`src/rtl/mem_stage.sv`:
```
// Memory-access stage between EX and WB: registers EX results, issues one load/store at a time.
// Latency: 1 cycle for non-memory ops and misaligned accesses, 3 cycles for a zero-wait memory access.
// Backpressure: in_ready_o is low while an access is in REQ or RESP; the request is held until dmem_req_ready_i.
module mem_stage #(
  parameter int XLEN     = 64,
  parameter int INST_LEN = 32
) (
  input  logic                clk,
  input  logic                rst,
  input  logic                in_valid_i,
  output logic                in_ready_o,
  input  logic [XLEN-1:0]     pc_i,
  input  logic [INST_LEN-1:0] instr_i,
  input  logic [XLEN-1:0]     alures_i,
  input  logic [XLEN-1:0]     stdata_i,
  input  logic [XLEN-1:0]     csrdata_i,
  output logic                dmem_req_valid_o,
  input  logic                dmem_req_ready_i,
  output logic [XLEN-1:0]     dmem_addr_o,
  output logic                dmem_wen_o,
  output logic [XLEN-1:0]     dmem_wdata_o,
  output logic [7:0]          dmem_wmask_o,
  input  logic                dmem_rvalid_i,
  input  logic [XLEN-1:0]     dmem_rdata_i,
  output logic                wb_valid_o,
  output logic [XLEN-1:0]     wb_pc_o,
  output logic [INST_LEN-1:0] wb_instr_o,
  output logic [XLEN-1:0]     wb_alures_o,
  output logic [XLEN-1:0]     wb_csrdata_o,
  output logic [XLEN-1:0]     wb_lsres_o,
  output logic                misalign_o
);

  localparam logic [4:0] OPC_LOAD  = 5'b00000;
  localparam logic [4:0] OPC_STORE = 5'b01000;

  typedef enum logic [1:0] {IDLE, REQ, RESP} state_t;

  state_t              state_q, state_d;
  logic [XLEN-1:0]     wb_pc_q, wb_pc_d;
  logic [INST_LEN-1:0] wb_instr_q, wb_instr_d;
  logic [XLEN-1:0]     wb_alures_q, wb_alures_d;
  logic [XLEN-1:0]     wb_csrdata_q, wb_csrdata_d;
  logic [XLEN-1:0]     wb_lsres_q, wb_lsres_d;
  logic [XLEN-1:0]     stdata_q, stdata_d;
  logic                wb_valid_q, wb_valid_d;
  logic                misalign_q, misalign_d;

  // Incoming instruction decode
  logic       in_load, in_store, in_mem, in_aligned;
  logic [2:0] in_off;

  // Decode of the latched access (wb_instr_q / wb_alures_q hold it during REQ/RESP)
  logic            acc_load, acc_store, acc_sext;
  logic [1:0]      acc_size;
  logic [2:0]      acc_off;
  logic [XLEN-1:0] ld_shift, ld_fmt;
  logic [XLEN-1:0] st_wdata;
  logic [7:0]      st_base_mask, st_wmask;
  logic            req_active;

  // Decode the EX instruction and check natural alignment of its address
  always_comb begin
    in_load    = (instr_i[6:2] == OPC_LOAD);
    in_store   = (instr_i[6:2] == OPC_STORE);
    in_mem     = in_load | in_store;
    in_off     = alures_i[2:0];
    in_aligned = 1'b1;
    case (instr_i[13:12])
      2'd0:    in_aligned = 1'b1;
      2'd1:    in_aligned = (in_off[0] == 1'b0);
      2'd2:    in_aligned = (in_off[1:0] == 2'b00);
      default: in_aligned = (in_off == 3'b000);
    endcase
  end

  // Lane placement for stores and extraction/extension for loads
  always_comb begin
    acc_load  = (wb_instr_q[6:2] == OPC_LOAD);
    acc_store = (wb_instr_q[6:2] == OPC_STORE);
    acc_size  = wb_instr_q[13:12];
    acc_sext  = ~wb_instr_q[14];
    acc_off   = wb_alures_q[2:0];

    st_wdata = stdata_q << {acc_off, 3'b000};
    case (acc_size)
      2'd0:    st_base_mask = 8'h01;
      2'd1:    st_base_mask = 8'h03;
      2'd2:    st_base_mask = 8'h0F;
      default: st_base_mask = 8'hFF;
    endcase
    st_wmask = st_base_mask << acc_off;

    ld_shift = dmem_rdata_i >> {acc_off, 3'b000};
    case (acc_size)
      2'd0:    ld_fmt = {{(XLEN-8){acc_sext & ld_shift[7]}}, ld_shift[7:0]};
      2'd1:    ld_fmt = {{(XLEN-16){acc_sext & ld_shift[15]}}, ld_shift[15:0]};
      2'd2:    ld_fmt = {{(XLEN-32){acc_sext & ld_shift[31]}}, ld_shift[31:0]};
      default: ld_fmt = ld_shift;
    endcase
  end

  // Next-state: accept in IDLE, hold request in REQ, take the response only in RESP
  always_comb begin
    state_d      = state_q;
    wb_pc_d      = wb_pc_q;
    wb_instr_d   = wb_instr_q;
    wb_alures_d  = wb_alures_q;
    wb_csrdata_d = wb_csrdata_q;
    wb_lsres_d   = wb_lsres_q;
    stdata_d     = stdata_q;
    wb_valid_d   = 1'b0;
    misalign_d   = 1'b0;
    case (state_q)
      IDLE: begin
        if (in_valid_i) begin
          wb_pc_d      = pc_i;
          wb_instr_d   = instr_i;
          wb_alures_d  = alures_i;
          wb_csrdata_d = csrdata_i;
          stdata_d     = stdata_i;
          wb_lsres_d   = '0;
          if (in_mem && in_aligned) begin
            state_d = REQ;
          end else begin
            // Non-memory ops and misaligned accesses retire without touching memory
            wb_valid_d = 1'b1;
            misalign_d = in_mem;
          end
        end
      end
      REQ: begin
        if (dmem_req_ready_i) state_d = RESP;
      end
      RESP: begin
        if (dmem_rvalid_i) begin
          wb_lsres_d = acc_load ? ld_fmt : '0;
          wb_valid_d = 1'b1;
          state_d    = IDLE;
        end
      end
      default: state_d = IDLE;
    endcase
  end

  // State and pipeline registers; synchronous reset drops any access in flight
  always_ff @(posedge clk) begin
    if (rst) begin
      state_q      <= IDLE;
      wb_pc_q      <= '0;
      wb_instr_q   <= '0;
      wb_alures_q  <= '0;
      wb_csrdata_q <= '0;
      wb_lsres_q   <= '0;
      stdata_q     <= '0;
      wb_valid_q   <= 1'b0;
      misalign_q   <= 1'b0;
    end else begin
      state_q      <= state_d;
      wb_pc_q      <= wb_pc_d;
      wb_instr_q   <= wb_instr_d;
      wb_alures_q  <= wb_alures_d;
      wb_csrdata_q <= wb_csrdata_d;
      wb_lsres_q   <= wb_lsres_d;
      stdata_q     <= stdata_d;
      wb_valid_q   <= wb_valid_d;
      misalign_q   <= misalign_d;
    end
  end

  // Request fields are decoded from held registers, so they stay stable while waiting
  always_comb begin
    req_active       = (state_q == REQ);
    in_ready_o       = (state_q == IDLE);
    dmem_req_valid_o = req_active;
    dmem_addr_o      = req_active ? {wb_alures_q[XLEN-1:3], 3'b000} : '0;
    dmem_wen_o       = req_active & acc_store;
    dmem_wdata_o     = (req_active && acc_store) ? st_wdata : '0;
    dmem_wmask_o     = (req_active && acc_store) ? st_wmask : 8'h00;
  end

  assign wb_valid_o   = wb_valid_q;
  assign wb_pc_o      = wb_pc_q;
  assign wb_instr_o   = wb_instr_q;
  assign wb_alures_o  = wb_alures_q;
  assign wb_csrdata_o = wb_csrdata_q;
  assign wb_lsres_o   = wb_lsres_q;
  assign misalign_o   = misalign_q;

endmodule

```
`config.mk`:
```
export PLATFORM = sky130hd
export DESIGN_NAME = mem_stage
export DESIGN_NICKNAME = d
export VERILOG_FILES = /design/src/rtl/mem_stage.sv
export SDC_FILE = /design/constraint.sdc
export NUM_CORES = 1
export LEC_CHECK = 0
export CORE_AREA = 2 2 303 305
export CTS_BUF_LIST = sky130_fd_sc_hd__clkbuf_16
export CTS_CLUSTER_SIZE = 30
export DETAILED_ROUTE_END_ITERATION = 10
export DIE_AREA = 0 0 305 307
export PLACE_DENSITY = 0.53
export SLEW_MARGIN = 30
export SYNTH_ARGS = -nofsm -noshare
export SYNTH_HDL_FRONTEND = slang
export SYNTH_SLANG_ARGS = --single-unit
```
`constraint.sdc`:
```
create_clock -name clk -period 2.51 [get_ports clk]
set_clock_uncertainty 0.15 [all_clocks]
set_input_delay 0.3765 -clock clk [delete_from_list [all_inputs] [get_ports clk]]
set_output_delay 0.3765 -clock clk [all_outputs]
set_load 0.02 [all_outputs]
```
==> flow_summary.toml, run 1 <==
[run_status]
status = "finished with violations"
violations = "setup timing"

[worst_hold_path]
hold_end = "wb_csrdata_o[7]"
min_path_cells = 3
hp-start = "rst"
min_path_type = "input port to register"

[detailed_routing]
drc = 0
via_per_inst = 4.421
drt_iter0_drc = 1155
routed_wl_um = 89630
num_vias = 18884
drtPass1Iterations = 6
ant_nets = 0
routedWlPerCell_um = 20.99

[clocking]
cts_sinks = 356
cts-root-buf = "clkbuf_16"
htreeDepth = 2
cts_inserted_buffers = 44
clkLatencyLatePin_ns = 0.57
cts.clk_slew.worst_paths_ns = 0.06
tritoncts = "built"
clockBufferDepth = 3
cts_hold_buf = 0

[placement]
placed_cell_area_mm2 = 0.02691
hpwl_um = 66540
portBuffers = 782
gp_congestion = 0.8786
placed_cells = 4099
pre_cts_slack_ns = -0.3648

[setup_path]
r2r-end = "wb_lsres_o[52]"
timing.rr.start = "wb_alures_o[1]"
startpoint_type = "register"
reg2reg_slack_ns = -0.33
critPathKind = "register to register"
critical_path.max_fanout = 6
required_ns = 2.80
cp.arrival_ns = 3.13
rr_worst_depth = 13
endpoint_kind = "register"

[grt]
grt_pass1_vias = 18232
grt_pass1_wl_um = 125400
gr-usage-all-layers_pct = 17.89
gr-total-overflow = 0
grt_max_degree = 147
antenna_found_initial = 15

[floorplanning]
die_y_um = 307
rows = 111
die_w_um = 305
die_area_mm2 = 0.09364
core-area_mm2 = 0.09069
io_pins = 786
start_util_pct = 18.16

[timing]
finalSetupViolations = 129
max_slew.worst_pin.slew_ns = 1.084
drv_slew = 0
grt_setup_unrepaired = "true"
max_clock_freq_mhz = 352.7
layout_min_cycle_time_ns = 2.835
post-route-period-util_pct = 113.0
max-slew-margin-rel_pct = 27.74
finalHoldViolations = 0
worst_slack_ns = -0.3254

[power_and_ir_drop]
power_mw = 15.95
ir_drop_mv = 0.4282
p_per_area_mw_per_mm2 = 520.0
p_leak_nw = 11.82

[run]
max-cap-violations = 0

[yosys]
synth_seq_cells = 356
yosysWarningCount = 0
synth.area.top_cells = "dfxtp_1 (43%), nand2_1 (15%), a21oi_1 (11%)"
synth-edff-count = 0
synth_top_area_share_pct = 43.28
ys_seq_area_share_pct = 43.28
synth_area_per_cell_um2 = 7.720
synth_flop_cell = "dfxtp_1"
yosysTopAreaCell = "dfxtp_1"
synth_area_mm2 = 0.01647
yosysUniqueCellTypes = 46
synthCells = 2133
synthArstFlopShare_pct = 0

[cells_and_area]
stdcell_count = 4271
final_common_cell = "nand2_1"
final_cell_mix = "nand2_1 (660), clkdlybuf4s50_1 (642), dfxtp_1 (346)"
layout-drive-gt1-share_pct = 24.20
layout.nets = 3404
finalInstanceArea_mm2 = 0.03068
area_delta_synth_final_pct = 86.35
[metrics by stage]
step | setup TNS [ns] | hold slack (ns) | utilization (%)
6_report | -23.40 | 0.1258 | 33.83
5_1_grt | -35.80 | 0.1367 | 33.82
4_1_cts | -26.30 | 0.09728 | 32.56
3_5_place_dp | -22.66 | 0.2953 | 29.67
3_3_place_gp | -22.44 | 0.2912 | 29.64
2_1_floorplan | -0.4586 | 0.2834 | -
[cell type report]
type | count | area (um^2)
Antenna cell | 6 | 15.01
Clock buffer | 45 | 1126
Clock inverter | 33 | 239.0
Fill cell | 9569 | 60010
Inverter | 14 | 61.31
Multi-Input combinational cell | 1578 | 9708
Sequential cell | 356 | 7144
Tap cell | 1186 | 1484
Timing Repair Buffer | 1053 | 10910
[cell usage after synthesis (5+ instances only)]
cell      number
o22a_1         8
o22ai_1        6
a21oi_1      354
buf_6          6
buf_4          9
and3_1        15
buf_1         14
buf_2         20
a32oi_1       15
nand2_1      672
a221oi_1       5
nor2b_1       21
a22oi_1       13
nor2_1        99
o21ai_0       61
inv_1         12
and2_1        64
dfxtp_1      356
o31ai_1       22
mux2_2        53
mux2i_1       83
mux4_2        18
a211oi_1      25
nand2b_1       7
nor3_1         5
clkbuf_1     138
a22o_1         8
[cell families (layout without fill, tap and decap cells)]
| family | after synthesis | after routing | synth area share, % |
|---|---|---|---|
| buf+inv | 201 | 1145 | 5.213 |
| compound gates | 527 | 527 | 18.01 |
| mux | 154 | 154 | 11.13 |
| other cells | 1 | 9 | 0.02277 |
| simple gates | 894 | 894 | 22.34 |
| flops | 356 | 356 | 43.28 |
[timing repair]
item                                    4_1_cts  5_1_grt
endpoints found under the setup margin      199      159
cloned                                       11        6
pin swaps                                    51       68
endpoints found under the hold margin         0        0
gates resized for setup                     663      331
setup buffers                                53       31
[critical path, stage by stage, from the launching register on]
cell      delay [ns]
dfxtp_4         0.37
buf_8           0.13
buf_12          0.12
buf_16          0.13
buf_6           0.11
buf_6           0.11
mux2_4          0.30
mux4_2          0.52
nand3b_4        0.13
o21ai_4         0.08
nor2_4          0.18
buf_6           0.16
buf_12          0.14
o31ai_2         0.06
[metal layers]
metal	global-route usage (%)	vias to the layer above	routed length (um)
met4	5.342	18	2432
met3	4.845	143	6467
met1	22.90	8983	38590
met5	0	-	110
li1	-	9040	-
met2	29.27	700	42030
[worst max path at each step]
stage / from / end / slack (ns)
detailed placement: wb_instr_o[2] / dmem_wdata_o[8] / -0.36
floorplan: wb_alures_o[2] / dmem_wdata_o[32] / -0.06
global route: wb_alures_o[0] / dmem_wdata_o[59] / -0.39
finish: wb_alures_o[1] / wb_lsres_o[52] / -0.33
global placement: wb_instr_o[2] / dmem_wdata_o[15] / -0.37
CTS: wb_alures_o[0] / dmem_wdata_o[59] / -0.37
[flip-flops by register name (all words and copies together), names as in the netlist]
register	flops
wb_csrdata_o	64
misalign_o	1
state_q	2
stdata_q	64
wb_instr_o	32
wb_valid_o	1
wb_alures_o	64
wb_lsres_o	64
wb_pc_o	64
[power breakdown]
part	total (mW)	internal, mW	switching [mW]
sequential	6.14	5.92	0.229
clock	6.25	3.55	2.70
combinational	3.56	1.81	1.75
(Power assumes the default switching activity.)
==> run 2: changes to the inputs <==
--- a/config.mk
+++ b/config.mk
@@ -5,12 +5,14 @@
 export SDC_FILE = /design/constraint.sdc
 export NUM_CORES = 1
 export LEC_CHECK = 0
+export CAP_MARGIN = 20
 export CORE_AREA = 2 2 303 305
 export CTS_BUF_LIST = sky130_fd_sc_hd__clkbuf_16
 export CTS_CLUSTER_SIZE = 30
 export DETAILED_ROUTE_END_ITERATION = 10
 export DIE_AREA = 0 0 305 307
 export PLACE_DENSITY = 0.53
+export SKIP_LAST_GASP = 1
 export SLEW_MARGIN = 30
 export SYNTH_ARGS = -nofsm -noshare
 export SYNTH_HDL_FRONTEND = slang
==> run 2 against run 1 <==
The run still ends with setup timing left. Final cell count is 0.14% lower. Clock-buffer cell count stayed put. Critical path type is now register to output pin. Hold slack worse by 0.00080 ns. First-iteration DRC count is 0.78% higher. Clock power hardly changed. Worst setup slack better by 0.012 ns. Routed wire length is 0.21% higher.
==> flow_summary.toml, run 2 (same netlist as run 1, synthesis figures left out) <==
[power_and_ir_drop]
p_leak_nw = 11.66
ir_drop_mv = 0.4289
power_mw = 15.87
p_per_area_mw_per_mm2 = 524.2

[timing]
finalSetupViolations = 130
layout_min_cycle_time_ns = 2.824
grt_setup_unrepaired = "true"
worst_slack_ns = -0.3135
drv_slew = 0
post-route-period-util_pct = 112.5
finalSetupTns_ns = -25.44
max_slew.worst_pin.slew_ns = 1.082
max-slew-margin-rel_pct = 27.85
max_clock_freq_mhz = 354.2
hold_slack_ns = 0.1250
finalHoldViolations = 0

[detailed_routing]
num_vias = 18906
drt_iter0_drc = 1164
drc = 0
ant_nets = 0
routedWlPerCell_um = 21.06
routed_wl_um = 89820
via_per_inst = 4.433
drtPass1Iterations = 5

[grt]
grt_pass1_wl_um = 125300
gr-total-overflow = 0
grt_max_degree = 147
gr-usage-all-layers_pct = 17.89
grt_pass1_vias = 18237
antenna_found_initial = 16

[clocking]
tritoncts = "built"
cts.clk_slew.worst_paths_ns = 0.06
cts-root-buf = "clkbuf_16"
cts_sinks = 356
clkLatencyLatePin_ns = 0.57
cts_inserted_buffers = 44
clockBufferDepth = 3
htreeDepth = 2

[setup_path]
critical_path.max_fanout = 7
required_ns = 1.98
path_cells = "buf_12 > buf_4 > buf_6 > mux2i_4 > mux2i_1 > mux2i_1 > nor2_2 > buf_6"
critPathLaunch = "wb_alures_o[0]"
endpoint_kind = "output pin"
crit_slowest_cell = "dfxtp_4"
timing.rr.start = "wb_alures_o[1]"
cp.arrival_ns = 2.30
critPathKind = "register to output pin"
critPathMaxStageDelay_ns = 0.40
startpoint_type = "register"

[floorplanning]
io_pins = 786
die_w_um = 305
die_area_mm2 = 0.09364
start_util_pct = 18.16
rows = 111
die_y_um = 307
core-area_mm2 = 0.09069

[cells_and_area]
final_cell_mix = "nand2_1 (661), clkdlybuf4s50_1 (642), dfxtp_1 (349)"
final_common_cell = "nand2_1"
layout.nets = 3400
nFillCells = 9616
area_delta_synth_final_pct = 83.85
layout-drive-gt1-share_pct = 22.96
finalInstanceArea_mm2 = 0.03027
final_util_pct = 33.38
stdcell_count = 4265

[placement]
gp_congestion = 0.8786
portBuffers = 782
hpwl_um = 66540
pre_cts_slack_ns = -0.3648
placed_cells = 4099
placed_cell_area_mm2 = 0.02691

[run_status]
status = "finished with violations"
violations = "setup timing"

[run]
max-cap-violations = 0

[worst_hold_path]
hp-start = "rst"
min_path_type = "input port to register"
## run 2: cell count changes in the layout (fill, tap and decap cells not counted), sizes merged
cell and change:
clkdlybuf4s15 +10, clkinv +1, diode -2, bufbuf -1, inv -1, buf -15
dlygate4sd2 +2
## run 2: where the power goes
group	switching, mW	internal (mW)
registers	0.229	5.91
logic	1.71	1.77
clock network	2.70	3.55
## run 2: metal layers
| layer | global-route usage (%) | vias to the layer above | wire length (um) |
|---|---|---|---|
| met2 | 29.28 | 723 | 41970 |
| met3 | 4.914 | 145 | 6784 |
| li1 | - | 9022 | - |
| met1 | 22.86 | 8998 | 38300 |
| met4 | 5.296 | 18 | 2660 |
| met5 | 0 | - | 110 |
## run 2: path summary, 6_finish.rpt
path,endpoint,slack [ns],cells past startpoint
worst max register to register,wb_lsres_o[52],-0.31,13
worst max-delay path,dmem_wdata_o[57],-0.31,8
worst min-delay path,wb_csrdata_o[7],0.13,3
worst min register to register,wb_pc_o[32],0.30,2
## run 2: repair_timing
| item | CTS | global route |
|---|---|---|
| resized for setup | 601 | 268 |
| hold buffers | 0 | 0 |
| pin swaps | 49 | 49 |
| setup buffers | 53 | 27 |
| setup endpoints to repair | 199 | 174 |
| gates cloned | 11 | 6 |
## run 2: layout make-up
cell class	count	area (um^2)	area share (%)
Timing Repair Buffer	1049	10720	35.42
Multi-Input combinational cell	1578	9490	31.35
Sequential cell	356	7141	23.59
Tap cell	1186	1484	4.902
Clock buffer	45	1126	3.720
Clock inverter	33	239.0	0.7894
Inverter	14	61.31	0.2025
Antenna cell	4	10.01	0.03306
## run 2: worst max-delay path, delay by kind of cell, from the launching register on
| kind | cells | cell delay [ns] |
|---|---|---|
| mux | 3 | 0.55 |
| buf+inv | 4 | 0.56 |
| flops | 1 | 0.40 |
| simple gates | 1 | 0.21 |
